### config.mk
export PLATFORM = sky130hd
export DESIGN_NAME = fnd_scan_controller
export DESIGN_NICKNAME = d
export VERILOG_FILES = /design/src/rtl/fnd_pkg.sv /design/src/rtl/seg7_decoder.sv /design/src/rtl/fnd_scan_controller.sv
export SDC_FILE = /design/constraint.sdc
export NUM_CORES = 1
export LEC_CHECK = 0
export BUFFER_PORTS_ARGS = -buffer_cell sky130_fd_sc_hd__buf_2
export CAP_MARGIN = 40
export CORE_ASPECT_RATIO = 0.8
export CORE_UTILIZATION = 60
export CTS_BUF_LIST = sky130_fd_sc_hd__clkbuf_16
export DETAILED_ROUTE_END_ITERATION = 8
export PLACE_DENSITY = 0.79
export SLEW_MARGIN = 20
export SYNTH_ARGS = -nofsm -noshare
export SYNTH_HDL_FRONTEND = slang
export SYNTH_SLANG_ARGS = --single-unit
### constraint.sdc
create_clock -name i_clk -period 2.6 [get_ports i_clk]
set_input_delay 0.65 -clock i_clk [delete_from_list [all_inputs] [get_ports i_clk]]
set_output_delay 0.65 -clock i_clk [all_outputs]
set_load 0.005 [all_outputs]
### src/rtl/fnd_pkg.sv
// Shared constants, glyph table and state type for the FND display blocks.
package fnd_pkg;

  localparam logic [7:0] SEG_OFF = 8'hFF;
  localparam logic       COM_OFF = 1'b1;

  // Active-high {g,f,e,d,c,b,a} glyphs for hex digits 0..F.
  localparam logic [15:0][6:0] HEX_GLYPH = {
    7'h71, 7'h79, 7'h5E, 7'h39, 7'h7C, 7'h77, 7'h6F, 7'h7F,
    7'h07, 7'h7D, 7'h6D, 7'h66, 7'h4F, 7'h5B, 7'h06, 7'h3F
  };

  typedef enum logic [1:0] {
    S_OFF   = 2'd0,
    S_BLANK = 2'd1,
    S_ON    = 2'd2
  } scan_state_e;

  // True for a digit that shows plain zero with its decimal point off.
  function automatic logic is_zero_digit(input logic [4:0] digit);
    return (digit == 5'd0);
  endfunction

endpackage

### src/rtl/seg7_decoder.sv
// Hex value plus decimal point to active-high {dp,g,f,e,d,c,b,a} segments.
module seg7_decoder
  import fnd_pkg::*;
(
  input  logic [3:0] value,
  input  logic       dp,
  output logic [7:0] seg
);

  assign seg = {dp, HEX_GLYPH[value]};

endmodule

### src/rtl/fnd_scan_controller.sv
// Multiplexed common-anode FND scanner with blank slots, frame-synchronous
// double-buffered digit values and leading-zero blanking.
module fnd_scan_controller
  import fnd_pkg::*;
#(
  parameter int NUM_DIGITS = 4,
  parameter int TICK_DIV   = 100_000,
  parameter int BLANK_CYC  = 1_000,
  parameter int ADDR_W     = (NUM_DIGITS > 1) ? $clog2(NUM_DIGITS) : 1
) (
  input  logic                  i_clk,
  input  logic                  i_reset_n,
  input  logic                  i_en,
  input  logic                  i_lzb,
  input  logic                  i_wr_en,
  input  logic [ADDR_W-1:0]     i_wr_addr,
  input  logic [4:0]            i_wr_data,
  output logic [NUM_DIGITS-1:0] o_com,
  output logic [7:0]            o_seg,
  output logic                  o_frame_done
);

  localparam int IDX_W = (NUM_DIGITS > 1) ? $clog2(NUM_DIGITS) : 1;
  localparam int CNT_W = $clog2(TICK_DIV);

  localparam logic [CNT_W-1:0] CNT_LAST   = CNT_W'(TICK_DIV - 1);
  localparam logic [CNT_W-1:0] BLANK_LAST = CNT_W'(BLANK_CYC - 1);
  localparam logic [CNT_W-1:0] CNT_ONE    = CNT_W'(1);
  localparam logic [IDX_W-1:0] IDX_LAST   = IDX_W'(NUM_DIGITS - 1);
  localparam logic [IDX_W-1:0] IDX_ONE    = IDX_W'(1);

  scan_state_e           state_r, state_next_s;
  logic [CNT_W-1:0]      cnt_r, cnt_next_s;
  logic [IDX_W-1:0]      idx_r, idx_next_s;
  logic [4:0]            shadow_r [NUM_DIGITS];
  logic [4:0]            disp_r   [NUM_DIGITS];
  logic                  commit_s, frame_end_s, wr_hit_s, blank_run_s;
  logic [IDX_W-1:0]      wr_idx_s;
  logic [NUM_DIGITS-1:0] lzb_mask_s, com_s;
  logic [7:0]            seg_hi_s, seg_s;
  logic [4:0]            cur_digit_s;

  assign wr_hit_s    = i_wr_en && (32'(i_wr_addr) < 32'(NUM_DIGITS));
  assign wr_idx_s    = i_wr_addr[IDX_W-1:0];
  assign cur_digit_s = disp_r[idx_r];

  seg7_decoder u_seg7_decoder (
    .value (cur_digit_s[3:0]),
    .dp    (cur_digit_s[4]),
    .seg   (seg_hi_s)
  );

  // State register with slot counter and digit index
  always_ff @(posedge i_clk or negedge i_reset_n) begin
    if (!i_reset_n) begin
      state_r <= S_OFF;
      cnt_r   <= '0;
      idx_r   <= '0;
    end else begin
      state_r <= state_next_s;
      cnt_r   <= cnt_next_s;
      idx_r   <= idx_next_s;
    end
  end

  // Next-state, slot timing and commit decisions; disabling wins over everything
  always_comb begin
    state_next_s = state_r;
    cnt_next_s   = cnt_r;
    idx_next_s   = idx_r;
    commit_s     = 1'b0;
    frame_end_s  = 1'b0;
    if (!i_en) begin
      state_next_s = S_OFF;
      cnt_next_s   = '0;
      idx_next_s   = '0;
    end else begin
      case (state_r)
        S_OFF: begin
          state_next_s = S_BLANK;
          cnt_next_s   = '0;
          idx_next_s   = '0;
          commit_s     = 1'b1;
        end
        S_BLANK: begin
          cnt_next_s = cnt_r + CNT_ONE;
          if (cnt_r == BLANK_LAST) begin
            state_next_s = S_ON;
          end else begin
            state_next_s = S_BLANK;
          end
        end
        S_ON: begin
          if (cnt_r == CNT_LAST) begin
            state_next_s = S_BLANK;
            cnt_next_s   = '0;
            idx_next_s   = (idx_r == IDX_LAST) ? '0 : idx_r + IDX_ONE;
            commit_s     = (idx_r == IDX_LAST);
            frame_end_s  = (idx_r == IDX_LAST);
          end else begin
            cnt_next_s = cnt_r + CNT_ONE;
          end
        end
        default: begin
          state_next_s = S_OFF;
          cnt_next_s   = '0;
          idx_next_s   = '0;
        end
      endcase
    end
  end

  // Host writes land in the shadow bank; the display bank only changes on commit
  always_ff @(posedge i_clk or negedge i_reset_n) begin
    if (!i_reset_n) begin
      shadow_r <= '{default: 5'd0};
      disp_r   <= '{default: 5'd0};
    end else begin
      if (commit_s) begin
        disp_r <= shadow_r;
      end
      if (wr_hit_s) begin
        shadow_r[wr_idx_s] <= i_wr_data;
      end
    end
  end

  // Leading-zero mask: a digit blanks only while every digit above it is blank
  always_comb begin
    lzb_mask_s  = '0;
    blank_run_s = i_lzb;
    for (int i = NUM_DIGITS - 1; i >= 0; i--) begin
      blank_run_s   = blank_run_s && is_zero_digit(disp_r[i]);
      lzb_mask_s[i] = blank_run_s && (i != 32'sd0);
    end
  end

  // Output decode; the blanked digit keeps its COM so brightness stays uniform
  always_comb begin
    com_s = {NUM_DIGITS{COM_OFF}};
    seg_s = SEG_OFF;
    case (state_r)
      S_ON: begin
        if (i_en) begin
          com_s[idx_r] = ~COM_OFF;
          seg_s        = lzb_mask_s[idx_r] ? SEG_OFF : ~seg_hi_s;
        end else begin
          com_s = {NUM_DIGITS{COM_OFF}};
          seg_s = SEG_OFF;
        end
      end
      default: begin
        com_s = {NUM_DIGITS{COM_OFF}};
        seg_s = SEG_OFF;
      end
    endcase
  end

  // Registered pin drivers
  always_ff @(posedge i_clk or negedge i_reset_n) begin
    if (!i_reset_n) begin
      o_com        <= {NUM_DIGITS{COM_OFF}};
      o_seg        <= SEG_OFF;
      o_frame_done <= 1'b0;
    end else begin
      o_com        <= com_s;
      o_seg        <= seg_s;
      o_frame_done <= frame_end_s;
    end
  end

endmodule

# Word level (Yosys, flattened, before mapping)
# Memories as Yosys holds them, arrays and structs flattened.
# Index checks and enable logic that the tools add are counted.
[totals] regBits=74 rom_bits=112 in_bits=12 output_inout_bits=13 memories=1
[memory_table] name="(name not given)" depth=16 word_bits=7 read_ports=1 rd_ports_with_merged_regs=0 wr=0 line_no="seg7_decoder.sv:10" text="assign seg = {dp, HEX_GLYPH[value]};"
[op_classes] add_sub_neg=2 magnitude_cmp=6 n_eq_ne=7 mux=32 n_bitwise=4 reduce_logical=10
[op_table] op="two-way mux 17 bit" count=2
[op_table] op="case mux 17 bit (2 select lines)" count=1
[op_table] op="two-way mux 8 bit" count=3
[op_table] op="bitwise mux 20 bit" count=1
[op_table] op="adder 17 x 1 -> 17 bit, second input constant" count=1
[op_table] op="== test 17 x 10 -> 1 bit, second input constant" count=1
[op_table] op="== test 17 bit, second input constant" count=1
[op_table] op="logical NOT 5 bit" count=3
[op_table] op="two-way mux 5 bit" count=3
[op_table] op="two-way mux 2 bit" count=6
[op_table] op="binary-select mux 5 bit (select 2 bit)" count=1
[op_table] op="demux 5 bit (select 2 bit)" count=1
[op_table] op="two-way mux 4 bit" count=2
[op_table] op="NOT 8 bit" count=1
[op_table] op="two-way mux 7 bit" count=1
[op_table] op=">= comparator 3 bit, second input constant" count=2
[op_table] op="two-way mux 1 bit" count=6
[op_table] op="NOT 2 -> 3 bit" count=2
[op_table] op="case mux 2 bit (3 select lines)" count=1
[op_table] op="logical AND 1 bit" count=5
[op_table] op="less-than comparator 4 x 5 -> 1 bit, second input constant" count=1
[op_table] op="== test 2 bit, second input constant" count=2
[op_table] op="NOT 4 bit" count=1
[op_table] op="case mux 2 bit (2 select lines)" count=1
[op_table] op="12 further kinds" count=12

# Longest topological paths before layout
[logic_depth] ltp_word=10 mapped_depth=9

# By module
# Synthesis repeated with hierarchy kept, for this count alone.
[unflattened] cells_unflattened=301 hier_area_um2=3699.8
[by_module_without_submodules] mod="fnd_scan_controller" n_inst=1 cells_each=267 area_each_um2=3398.3 seq_area_each_um2=1866.8
[by_module_without_submodules] mod="seg7_decoder" n_inst=1 cells_each=34 area_each_um2=301.5 seq_area_each_um2=0.0

# Worst setup path before layout
# No wires, ideal clock.
[synth_timing] kind="flip-flop to flip-flop" startpoint="register cnt_r[13]" endpoint="register disp_r[0] (netlist bit)" setup_ps=125 arrival_time_ps=2109 required_ps=2475 slack_ps=366 path_stages_with_launch=7 n_path_buf=1 period_less_slack_ps=2234 path_cell_list="dfrtp_1 -> or4_4 -> or4_4 -> nor2_4 -> a21oi_2 -> buf_6 -> mux2_4"
[synth_between] elab_chain_len=4
[synth_rtl] element="start: declaration" line_no="fnd_scan_controller.sv:33" text="logic [CNT_W-1:0] cnt_r, cnt_next_s;"
[synth_rtl] element="start signal: assignment" line_no="fnd_scan_controller.sv:61" text="cnt_r <= cnt_next_s;"
[synth_rtl] element="== test 17 bit" line_no="fnd_scan_controller.sv:94" text="if (cnt_r == CNT_LAST) begin"
[synth_rtl] element="two-way mux 1 bit" line_no="fnd_scan_controller.sv:94"
[synth_rtl] element="case mux 1 bit (2 select lines)" line_no="fnd_scan_controller.sv:78" text="case (state_r)"
[synth_rtl] element="two-way mux 1 bit" line_no="fnd_scan_controller.sv:73" text="if (!i_en) begin"
[synth_rtl] element="end signal: assignment" line_no="fnd_scan_controller.sv:120" text="disp_r <= shadow_r;"
[synth_rtl] element="end: declaration" line_no="fnd_scan_controller.sv:36" text="logic [4:0] disp_r [NUM_DIGITS];"
# Every way passes these cells.
# A chain may end at the register's enable or synchronous reset.

# Worst setup path after layout
[layout_timing] startpoint="register cnt_r[13]" endpoint="register disp_r[11] (netlist bit)"
# The elaborated chain is that of the path after synthesis.

==> impl_metrics.ini <==
[power_and_ir_drop]
p_sw_uw = 942.9
p_per_area_nw_per_um2 = 764.1
vdd_drop_max_mv = 0.5084
switching_share_pct = 29.11
p_int_uw = 2296
leakage_uw = 0.001770
combPwrFrac_pct = 18.0
p_clk_share_pct = 36.5
power_frac_seq_pct = 45.5

[clocking]
post_cts_resized = 0
cts_tree = done
ctsHoldBuffers = 0
clk_latency_ns = 0.34
clock-sinks = 74
clk_pin_slew_worst_paths_ns = 0.06
cts_buffers = 9
cts_buffer_depth = 2
post_cts_buffers = 0
htree_levels = 3
clockRootBuffer = clkbuf_16

[floorplan]
die_h_um = 72.49
die_w_um = 90.11
die-area_um2 = 6531
core.rowCount = 25
initial_utilization_pct = 62.69
core_um2 = 5943
io_pins = 25

[yosys]
ys_ff_latch = 74
synth.net_count = 337
yosys_warnings = 0
ys_types = 50
syn-instance-count = 310
postSynthAreaPerCell_um2 = 12.02
ys_seq_area_share_pct = 50.10
syn-cell-area_um2 = 3726
postSynth.topFlopCell = dfrtp_1
async_flop_share_pct = 100.0
synth-edff-count = 0

[layout]
utilization_pct = 71.33
fin_nets = 367
antenna_cells = 0
layout_common_cells = dfrtp_1 (62), nor2_1 (29), nand2_1 (27)
layout_commonest_cell = dfrtp_1
drive_gt1_share_pct = 32.17
area_growth_pct = 13.77

[place]
numPortBuffers = 24
gp_congestion = 0.8944
hpwl_mm = 4.959

[min_path]
hold_class = input port to asynchronous set/reset pin

[drt]
first_pass_iters = 5
wl_mm = 7.435
drt-vias-per-instance = 5.878
wire_per_inst_um = 17.45
drc = 0
postRouteAntennaNets = 0
drtIter0Drc = 257
via_count = 2504

[outcome]
run_status = completed

[global_routing]
grt-ovfl-total = 0
grt_max_degree = 75
grt_antenna_before_repair = 0
grt_pass1_wl_mm = 12.57
grtUsageTotal_pct = 25.50
grt_pass1_vias = 2410

[sta]
fin_crit_ns = 2.393
worst_pin_slew_ns = 0.7512
setup_tns_ns = 0
fmax_ghz = 0.4178
finalHoldViolCount = 0
setup_viol = 0
maxSlewHeadroom_pct = 48.49
grt_setup_unrepaired = false
period_share_pct = 92.05
skew_ns = 0.003503
finalMaxSlewViolations = 0

[worst_setup_path]
critPathCaptureType = register
path_class = register to register
worst_ep_required_time_ns = 2.82
cp_max_fo = 20
start_kind = register
arrival_ns = 2.61

[job]
cap_violations = 0
## per-stage QoR
stage | setup WS (ns) | area [µm²] | hold WS [ns] | power (µW) | instances
2_1_floorplan | 0.3661 | 3726 | 0.3544 | 1880 | 310
3_3_place_gp | 0.2870 | 3953 | 0.4745 | 2011 | 410
3_5_place_dp | 0.2550 | 3953 | 0.4868 | 2055 | 410
4_1_cts | 0.2093 | 4239 | 0.3499 | 3259 | 426
5_1_grt | 0.1549 | 4239 | 0.3766 | 3390 | 426
6_report | 0.2068 | 4239 | 0.3348 | 3239 | 426
## Yosys cell counts, types with 6 or more instances
cell type	count	area, µm²
o211ai_1	6	45.04
dfrtp_1	62	1551
nand3_1	10	50.05
dfstp_2	12	315.3
inv_1	9	33.78
a21oi_1	6	30.03
nand2_1	27	101.4
xnor2_1	6	52.55
nor2_1	29	108.9
nand4_1	6	37.54
xor2_1	11	96.34
mux2_4	20	300.3
mux2_2	23	259.0
ha_1	15	187.7
## state kept, by name (all words and copies together), names as in the netlist
signal	cells
cnt_r	17
disp_r	20
idx_r	2
o_com	4
o_frame_done	1
o_seg	8
shadow_r	20
state_r	2
## routing by layer
metal  routed length [µm]  global-route usage [%]  vias to the layer above
met2                 3314                   38.68                       91
li1                     -                       -                     1165
met1                 3535                   35.93                     1234
met3                  440                   6.709                       14
met4                  144                   8.961                        0
met5                    0                       0                        -
## critical path, stage by stage (launching register included)
cell and delay (ns):
dfrtp_1 0.42, or4_4 0.58, or4_4 0.57, nor2_4 0.14, a21oi_2 0.06, buf_12 0.18, mux2_4 0.32
## path summary, 6_finish.rpt
check                           from         end  slack [ns]  cells past startpoint
setup / recovery           cnt_r[13]  disp_r[11]        0.21                      6
hold / removal             i_reset_n  state_r[1]        0.33                      2
setup reg to reg           cnt_r[13]  disp_r[11]        0.21                      6
hold reg to reg             cnt_r[0]    cnt_r[0]        0.50                      1
max in group asynchronous  i_reset_n    o_seg[0]        1.96                      2
min in group i_clk          cnt_r[0]    cnt_r[0]        0.50                      1
## cell families (layout without fill, tap and decap cells)
| logic type | after synthesis | in the layout | share of synthesized area [%] |
|---|---|---|---|
| compound gates | 31 | 31 | 5.843 |
| xor+xnor | 17 | 17 | 3.996 |
| fa+ha+maj | 15 | 15 | 5.037 |
| buf+inv | 19 | 54 | 2.451 |
| flops | 74 | 74 | 50.10 |
| mux | 51 | 51 | 18.50 |
| simple gates | 103 | 103 | 14.07 |
## layout make-up
| type | count | area (µm²) |
|---|---|---|
| Clock buffer | 9 | 225.2 |
| Clock inverter | 7 | 61.31 |
| Fill cell | 403 | 1704 |
| Inverter | 9 | 33.78 |
| Multi-Input combinational cell | 217 | 1768 |
| Sequential cell | 74 | 1867 |
| Tap cell | 81 | 101.3 |
| Timing Repair Buffer | 29 | 182.7 |
## power by group through the flow
| stage | clock network (µW) | logic, µW | registers, µW |
|---|---|---|---|
| 3_5_place_dp | 0 | 573 | 1480 |
| 6_report | 1180 | 584 | 1470 |
| 4_1_cts | 1200 | 586 | 1470 |
| 5_1_grt | 1250 | 649 | 1490 |
| 3_3_place_gp | 0 | 547 | 1460 |
| 2_1_floorplan | 0 | 468 | 1410 |
No activity file was read; power rests on OpenSTA's default activity.
